File: src/rtl/serial_pkg.sv
// Shared types and constants for the bit-serial word collector.
// Latency: n/a (declarations only).
// Backpressure: n/a (declarations only).
package serial_pkg;

    // Word width used when the instantiating design does not override it.
    localparam int DEFAULT_WIDTH = 20;

    // Collector FSM states; PARITY is reachable only when the trailing parity bit is enabled.
    typedef enum logic [1:0] {
        IDLE    = 2'd0,
        COLLECT = 2'd1,
        PARITY  = 2'd2
    } state_t;

    // Bit counter width: has to reach WIDTH+1 so a frame with a trailing parity bit still fits.
    function automatic int cnt_width(input int width);
        return $clog2(width + 2);
    endfunction

endpackage

File: src/rtl/serial_word_collect_if.sv
// Serial bit input, word output and error-flag bundle of the word collector.
// Latency: n/a (wiring only).
// Backpressure: word_ready from the consumer; the serial side is never stalled.
interface serial_word_collect_if import serial_pkg::*; #(parameter int WIDTH = DEFAULT_WIDTH);

    logic             bit_in;
    logic             bit_valid;
    logic             bit_start;
    logic [WIDTH-1:0] word_out;
    logic             word_valid;
    logic             word_ready;
    logic             parity_err;
    logic             overflow;
    logic             sync_err;
    logic             clear_err;

    // Environment side: drives the serial stream and consumes words.
    modport master (
        output bit_in, bit_valid, bit_start, word_ready, clear_err,
        input  word_out, word_valid, parity_err, overflow, sync_err
    );

    // Collector side.
    modport slave (
        input  bit_in, bit_valid, bit_start, word_ready, clear_err,
        output word_out, word_valid, parity_err, overflow, sync_err
    );

endinterface

File: src/rtl/serial_out_buffer.sv
// One-entry valid/ready holding register for assembled words, with sticky overflow.
// Latency: a load is visible on valid/word the cycle after the load edge.
// Backpressure: a load while full and not being drained is dropped and flags overflow.
module serial_out_buffer import serial_pkg::*; #(
    parameter int WIDTH = DEFAULT_WIDTH
) (
    input  logic             clk,
    input  logic             reset,
    input  logic             load,
    input  logic [WIDTH-1:0] load_word,
    input  logic             load_parity,
    input  logic             ready,
    input  logic             clear_err,
    output logic [WIDTH-1:0] word,
    output logic             valid,
    output logic             parity_err,
    output logic             overflow
);

    logic free;
    logic accept_load;
    logic drop;

    // The slot can take a new word when it is empty or being consumed this same cycle.
    always_comb begin
        free        = !valid || ready;
        accept_load = load && free;
        drop        = load && !free;
    end

    // Holding register: load wins over a simultaneous drain so back-to-back words never gap.
    always_ff @(posedge clk or posedge reset) begin
        if (reset) begin
            word       <= '0;
            valid      <= 1'b0;
            parity_err <= 1'b0;
        end else if (accept_load) begin
            word       <= load_word;
            valid      <= 1'b1;
            parity_err <= load_parity;
        end else if (valid && ready) begin
            valid      <= 1'b0;
        end
    end

    // Sticky overflow: a drop in the same cycle as clear_err keeps the flag set.
    always_ff @(posedge clk or posedge reset) begin
        if (reset) begin
            overflow <= 1'b0;
        end else if (drop) begin
            overflow <= 1'b1;
        end else if (clear_err) begin
            overflow <= 1'b0;
        end
    end

endmodule

File: src/rtl/serial_word_collect.sv
// LSB-first bit-serial to WIDTH-bit word deserializer with framing and overflow detection.
// Latency: word_valid rises 1 cycle after the last data bit (or the parity bit with SERIAL_COLLECT_PARITY_EN).
// Backpressure: none toward the serial side; a finished word meeting a full buffer is dropped (overflow).
module serial_word_collect import serial_pkg::*; #(
    parameter int WIDTH = DEFAULT_WIDTH
) (
    input logic                clk,
    input logic                reset,
    serial_word_collect_if.slave bus
);

    localparam int            CW   = cnt_width(WIDTH);
    localparam logic [CW-1:0] LAST = CW'(WIDTH - 1);

    state_t           state;
    state_t           state_nx;
    logic [CW-1:0]    cnt;
    logic [WIDTH-1:0] shreg;

    logic             restart;
    logic             data_bit;
    logic             last_data;
    logic             sync_set;
    logic             commit;
    logic [WIDTH-1:0] shreg_ins;
    logic [WIDTH-1:0] commit_word;
    logic             commit_parity;

    // State register.
    always_ff @(posedge clk or posedge reset) begin
        if (reset) begin
            state <= IDLE;
        end else begin
            state <= state_nx;
        end
    end

    // Next state: a start bit always (re)opens a frame; completion returns to IDLE or awaits parity.
    always_comb begin
        state_nx = state;
        case (state)
            IDLE: begin
                if (restart) begin
                    state_nx = COLLECT;
                end
            end
            COLLECT: begin
                if (restart) begin
                    state_nx = COLLECT;
                end else if (last_data) begin
`ifdef SERIAL_COLLECT_PARITY_EN
                    state_nx = PARITY;
`else
                    state_nx = IDLE;
`endif
                end
            end
            PARITY: begin
                if (restart) begin
                    state_nx = COLLECT;
                end else if (bus.bit_valid) begin
                    state_nx = IDLE;
                end
            end
            default: state_nx = IDLE;
        endcase
    end

    // Per-cycle decodes: bit classification, mid-frame start detection and the commit request.
    always_comb begin
        restart   = bus.bit_valid && bus.bit_start;
        data_bit  = (state == COLLECT) && bus.bit_valid && !bus.bit_start;
        last_data = data_bit && (cnt == LAST);
        sync_set  = restart && (state != IDLE);
        shreg_ins = shreg;
        for (int i = 0; i < WIDTH; i++) begin
            if (cnt == CW'(i)) begin
                shreg_ins[i] = bus.bit_in;
            end
        end
`ifdef SERIAL_COLLECT_PARITY_EN
        commit        = (state == PARITY) && bus.bit_valid && !bus.bit_start;
        commit_word   = shreg;
        commit_parity = ^{shreg, bus.bit_in};
`else
        commit        = last_data;
        commit_word   = shreg_ins;
        commit_parity = 1'b0;
`endif
    end

    // Shift register and bit counter: a start bit discards any partial word and becomes bit 0.
    always_ff @(posedge clk or posedge reset) begin
        if (reset) begin
            cnt   <= '0;
            shreg <= '0;
        end else if (restart) begin
            cnt   <= CW'(1);
            shreg <= {{(WIDTH-1){1'b0}}, bus.bit_in};
        end else if (commit) begin
            cnt   <= '0;
        end else if (data_bit) begin
            cnt   <= cnt + CW'(1);
            shreg <= shreg_ins;
        end
    end

    // Sticky framing error: a new mid-frame start beats a simultaneous clear.
    always_ff @(posedge clk or posedge reset) begin
        if (reset) begin
            bus.sync_err <= 1'b0;
        end else if (sync_set) begin
            bus.sync_err <= 1'b1;
        end else if (bus.clear_err) begin
            bus.sync_err <= 1'b0;
        end
    end

    serial_out_buffer #(.WIDTH(WIDTH)) u_out_buffer (
        .clk         (clk),
        .reset       (reset),
        .load        (commit),
        .load_word   (commit_word),
        .load_parity (commit_parity),
        .ready       (bus.word_ready),
        .clear_err   (bus.clear_err),
        .word        (bus.word_out),
        .valid       (bus.word_valid),
        .parity_err  (bus.parity_err),
        .overflow    (bus.overflow)
    );

endmodule

File: src/flat_wrapper.sv
// flat-port wrapper written by rule: the top's interface ports become plain ports
module serial_word_collect_flat import serial_pkg::*;
#(
    parameter int WIDTH = DEFAULT_WIDTH
)
  (clk, reset, bus_bit_in, bus_bit_valid, bus_bit_start, bus_word_ready, bus_clear_err, bus_word_out, bus_word_valid, bus_parity_err, bus_overflow, bus_sync_err);
  serial_word_collect_if #(.WIDTH(WIDTH)) bus_i ();
  input logic clk;
  input logic reset;
  input wire logic [$bits(bus_i.bit_in)-1:0] bus_bit_in;
  input wire logic [$bits(bus_i.bit_valid)-1:0] bus_bit_valid;
  input wire logic [$bits(bus_i.bit_start)-1:0] bus_bit_start;
  input wire logic [$bits(bus_i.word_ready)-1:0] bus_word_ready;
  input wire logic [$bits(bus_i.clear_err)-1:0] bus_clear_err;
  output wire logic [$bits(bus_i.word_out)-1:0] bus_word_out;
  output wire logic [$bits(bus_i.word_valid)-1:0] bus_word_valid;
  output wire logic [$bits(bus_i.parity_err)-1:0] bus_parity_err;
  output wire logic [$bits(bus_i.overflow)-1:0] bus_overflow;
  output wire logic [$bits(bus_i.sync_err)-1:0] bus_sync_err;
  assign bus_i.bit_in = bus_bit_in;
  assign bus_i.bit_valid = bus_bit_valid;
  assign bus_i.bit_start = bus_bit_start;
  assign bus_i.word_ready = bus_word_ready;
  assign bus_i.clear_err = bus_clear_err;
  assign bus_word_out = bus_i.word_out;
  assign bus_word_valid = bus_i.word_valid;
  assign bus_parity_err = bus_i.parity_err;
  assign bus_overflow = bus_i.overflow;
  assign bus_sync_err = bus_i.sync_err;
  serial_word_collect #(.WIDTH(WIDTH)) u_core (.clk(clk), .reset(reset), .bus(bus_i));
endmodule
File: config.mk
export PLATFORM = sky130hd
export DESIGN_NAME = serial_word_collect_flat
export DESIGN_NICKNAME = d
export VERILOG_FILES = /design/src/rtl/serial_pkg.sv /design/src/rtl/serial_word_collect_if.sv /design/src/rtl/serial_out_buffer.sv /design/src/rtl/serial_word_collect.sv /design/src/flat_wrapper.sv
export SDC_FILE = /design/constraint.sdc
export NUM_CORES = 1
export LEC_CHECK = 0
export ABC_AREA = 1
export BUFFER_PORTS_ARGS = -buffer_cell sky130_fd_sc_hd__buf_2
export CORE_ASPECT_RATIO = 1.4
export CORE_MARGIN = 2
export CORE_UTILIZATION = 40
export CTS_CLUSTER_SIZE = 30
export DETAILED_ROUTE_END_ITERATION = 8
export GPL_TIMING_DRIVEN = 0
export SLEW_MARGIN = 20
export SYNTH_ARGS = -nofsm -noshare
export SYNTH_HDL_FRONTEND = slang
export SYNTH_SLANG_ARGS = --single-unit
File: constraint.sdc
create_clock -name clk -period 1.9 [get_ports clk]
set_input_delay 0.285 -clock clk [delete_from_list [all_inputs] [get_ports clk]]
set_output_delay 0.285 -clock clk [all_outputs]
set_load 0.02 [all_outputs]
==> impl_metrics.py <==
metrics = {
    "setup_path": {
        "cp_slowest_cell": "dfrtp_1",
        "timing.critical_path.required_ps": 2100,
        "path_class": "register to register",
        "critPathLaunchType": "register",
        "crit_arrival_ps": 1870,
        "crit_path_launch": "u_core.cnt[0]$_DFFE_PP0P_",
        "end_kind": "register",
        "worstPathBufferInverterCount": 2,
        "worst_r2r_start": "u_core.cnt[0]$_DFFE_PP0P_",
        "list_of_cells_traversed_by_the_critical_path": "ha_1, nand2_2, nor2_4, nand2_4, nor2_4, inv_2, buf_2, nand2_1, nand2_1",
        "path_delay_family": "simple AND/OR/NAND/NOR gates",
        "timing.critical_path.fanout_max": 10,
        "cp_slowest_stage_delay_ps": 480,
    },
    "pwr": {
        "seq_power_share_pct": 51.1,
        "p_leak_uw": 0.00156,
        "power.switching_uw": 594,
        "power_frac_clock_pct": 35.4,
        "max-vdd-ir-drop_mv": 0.390,
        "overall_power_consumption_uw": 2190,
        "internal_power_of_the_cells_uw": 1590,
        "combPwrFrac_pct": 13.5,
        "netSwitchingFraction_pct": 27.1,
        "power-per-cell-area_nw_per_um2": 803,
    },
    "final_layout": {
        "syn2layout_area_growth_pct": 15.8,
        "num_antenna_cells": 0,
        "post_layout_nonfiller_instances": 416,
        "finalNetCount": 357,
        "share_of_cells_above_drive_strength_1_pct": 17.1,
    },
    "routing": {
        "detail-route-antenna-nets": 0,
        "routed-via-count": 1946,
        "dr.pass1.iters": 4,
        "detailedRoute.firstIterationViolations": 86,
        "detail_route.vias_per_cell": 4.68,
        "detail_route.drc_violations": 0,
        "totalWireLength_um": 5050,
        "post_drt_wl_per_cell_um": 12.1,
    },
    "clocking": {
        "cts.sink_count": 49,
        "clk_pin_slew_worst_paths_ps": 90,
        "htreeDepth": 2,
        "cts_made_buffers": 5,
        "root_buffer": "clkbuf_8",
        "post-cts-setup-buffers": 0,
        "number_of_hold_buffers_added_after_cts": 0,
        "clkLatencyLatePin_ps": 300,
        "tritoncts": "yes",
        "cts-root-to-sink-buffers": 2,
    },
    "synth": {
        "synth.cell_area_sq_um": 2350,
        "synthesis.instances": 308,
        "post_synth_num_cell_types": 21,
        "synthesis.area_per_instance_sq_um": 7.64,
        "seq_area_frac_synth_pct": 52.1,
        "synth.ff_latch_count": 49,
        "synth.yosys.warnings": 0,
        "synth_fp_nets": 320,
    },
    "place": {
        "placed_cells_incl_taps": 408,
        "port_buffers": 29,
        "place_congestion": 0.768,
        "dp_slack_ps": 238,
        "dp.final_hpwl_um": 3630,
    },
    "global_route": {
        "grt_busiest_layer": "met2",
        "antenna_violations_before_repair": 0,
        "groute.layer.met2.usage_pct": 28.8,
        "grt_start_max_net_pins": 26,
        "global_route.usage.met3_pct": 3.34,
        "grt_first_pass_wirelength_um": 8600,
        "globalRouteMet1Util_pct": 22.5,
        "grt.total_usage_pct": 17.5,
        "grt.overflow.total": 0,
        "number_of_global_route_vias_before_repair": 1863,
    },
    "status": {
        "status": "complete, no violations",
    },
    "timing": {
        "finalHoldViolCount": 0,
        "max_slew_violation_count": 0,
        "grt_setup_unrepaired": "no",
        "setup_total_negative_slack_ps": 0,
        "postLayoutSetupSlackWorst_ps": 228,
        "final_min_period_over_clock_period_pct": 88.0,
        "hold-worst-slack_ps": 24.6,
        "fin_clk_skew_ps": 6.75,
        "final.min_clock_period_ps": 1670,
        "worst-slew-pin-transition_ps": 567,
        "timing.max_slew.rel_slack_pct": 62.1,
        "clock.fmax_mhz": 598,
        "final-setup-viol-count": 0,
    },
    "run": {
        "drv.max_cap_violation_count": 0,
    },
    "floorplan": {
        "num_io_pins": 31,
        "floorplan.die_area_sq_um": 6520,
        "core_region_area_sq_um": 5780,
        "rows": 33,
        "fp.dieH_um": 94.8,
        "initial_utilization_pct": 40.7,
        "dieWidth_um": 68.8,
    },
    "min_path": {
        "hold_path_class": "primary input to asynchronous set/reset pin",
    },
}
## power by group through the flow
| stage | logic [uW] | registers, uW | clock network [uW] |
|---|---|---|---|
| after floorplan | 212 | 1140 | 0 |
| after global placement | 286 | 1140 | 0 |
| after detailed placement | 296 | 1140 | 0 |
| after CTS | 296 | 1120 | 803 |
| after global routing | 339 | 1120 | 839 |
| final | 295 | 1120 | 774 |
## state kept, by name, summed over array words and instances (netlist names)
| name | flops |
|---|---|
| u_core.u_out_buffer.overflow | 1 |
| u_core.u_out_buffer.word | 20 |
| u_core.u_out_buffer.valid | 1 |
| u_core.bus.sync_err | 1 |
| u_core.cnt | 5 |
| u_core.state | 1 |
| u_core.shreg | 20 |
## worst register-to-register path, cell delays in order (launching register included)
cell and delay [ps]:
dfrtp_1 480, ha_1 270, nand2_2 90, nor2_4 180, nand2_4 100, nor2_4 120, inv_2 40, buf_2 180
nand2_1 80, nand2_1 50
## final cells by class
class / instances / area, sq um
Clock inverter: 1 / 30.0
Clock buffer: 7 / 86.3
Multi-Input combinational cell: 223 / 970
Buffer: 11 / 66.3
Timing Repair Buffer: 30 / 165
Sequential cell: 49 / 1230
Inverter: 25 / 93.8
Tap cell: 70 / 87.6
Fill cell: 591 / 3060
## layout by cell type, fill, tap and decap left out, drive strengths merged
master | synthesis | routed
dfrtp | 49 | 49
conb | 1 | 1
inv | 25 | 25
a21oi | 2 | 2
nand2 | 166 | 166
nand3 | 8 | 8
clkbuf | 1 | 8
bufinv | 0 | 1
buf | 10 | 40
o21ai | 22 | 22
nor2 | 14 | 14
a22oi | 1 | 1
xor2 | 1 | 1
ha | 5 | 5
o22ai | 3 | 3
## routing by layer
layer / routed length [um] / part of all wire [%]
met5: 0 / 0
met4: 104 / 2.1
met3: 150 / 3.0
met2: 2470 / 49
met1: 2320 / 46
## synthesized netlist by cell type
cell,number,share of area [%]
nand2_1,164,26
dfrtp_1,49,52
inv_1,21,3.3
o21ai_0,19,4.0
nor2_1,10,1.6
nand3_1,8,1.7
buf_2,5,1.1
buf_4,5,1.6
ha_1,5,2.7
inv_2,4,0.64
o21ai_1,3,0.64
o22ai_1,3,0.80
a21oi_1,2,0.43
nor2_2,2,0.53
nor2_4,2,0.96
a22oi_1,1,0.32
clkbuf_1,1,0.16
conb_1,1,0.16
nand2_2,1,0.27
nand2_4,1,0.48
xor2_1,1,0.37
## per-stage QoR
stage	utilization (%)	cell area (sq um)
2_1_floorplan	-	2350
3_3_place_gp	44.7	2590
3_5_place_dp	45.1	2610
4_1_cts	47.1	2720
5_1_grt	47.1	2730
6_report	47.1	2730
## timing repair
item                                   4_1_cts  5_1_grt
setup endpoints to repair                    0        2
resized for setup                            0        1
endpoints found under the hold margin        0        0
## logic make-up (layout without fill, tap and decap cells)
logic type,count (synthesis),after routing,share of synthesized area [%]
DFF,49,49,52.1
and+or+nand+nor,188,188,31.7
xor gates and xnor gates,1,1,0.372
other,1,1,0.159
adders and majority gates,5,5,2.66
AOI/OAI and AO/OA,28,28,6.22
buffers and inverters,36,74,6.80
## path summary, 6_finish.rpt
kind	to	slack [ps]	depth (start not counted)
worst max-delay path	u_core.u_out_buffer.word[5]$_DFFE_PP0P_	230	9
max in group asynchronous	u_core.u_out_buffer.word[6]$_DFFE_PP0P_	1340	3
worst min register to register	u_core.u_out_buffer.word[2]$_DFFE_PP0P_	470	2
min in group clk	u_core.bus.sync_err$_DFFE_PP0P_	190	2
worst min-delay path	u_core.u_out_buffer.word[14]$_DFFE_PP0P_	20	2
worst max register to register	u_core.u_out_buffer.word[5]$_DFFE_PP0P_	230	9
Note: power is estimated with default switching activity, not from simulation.
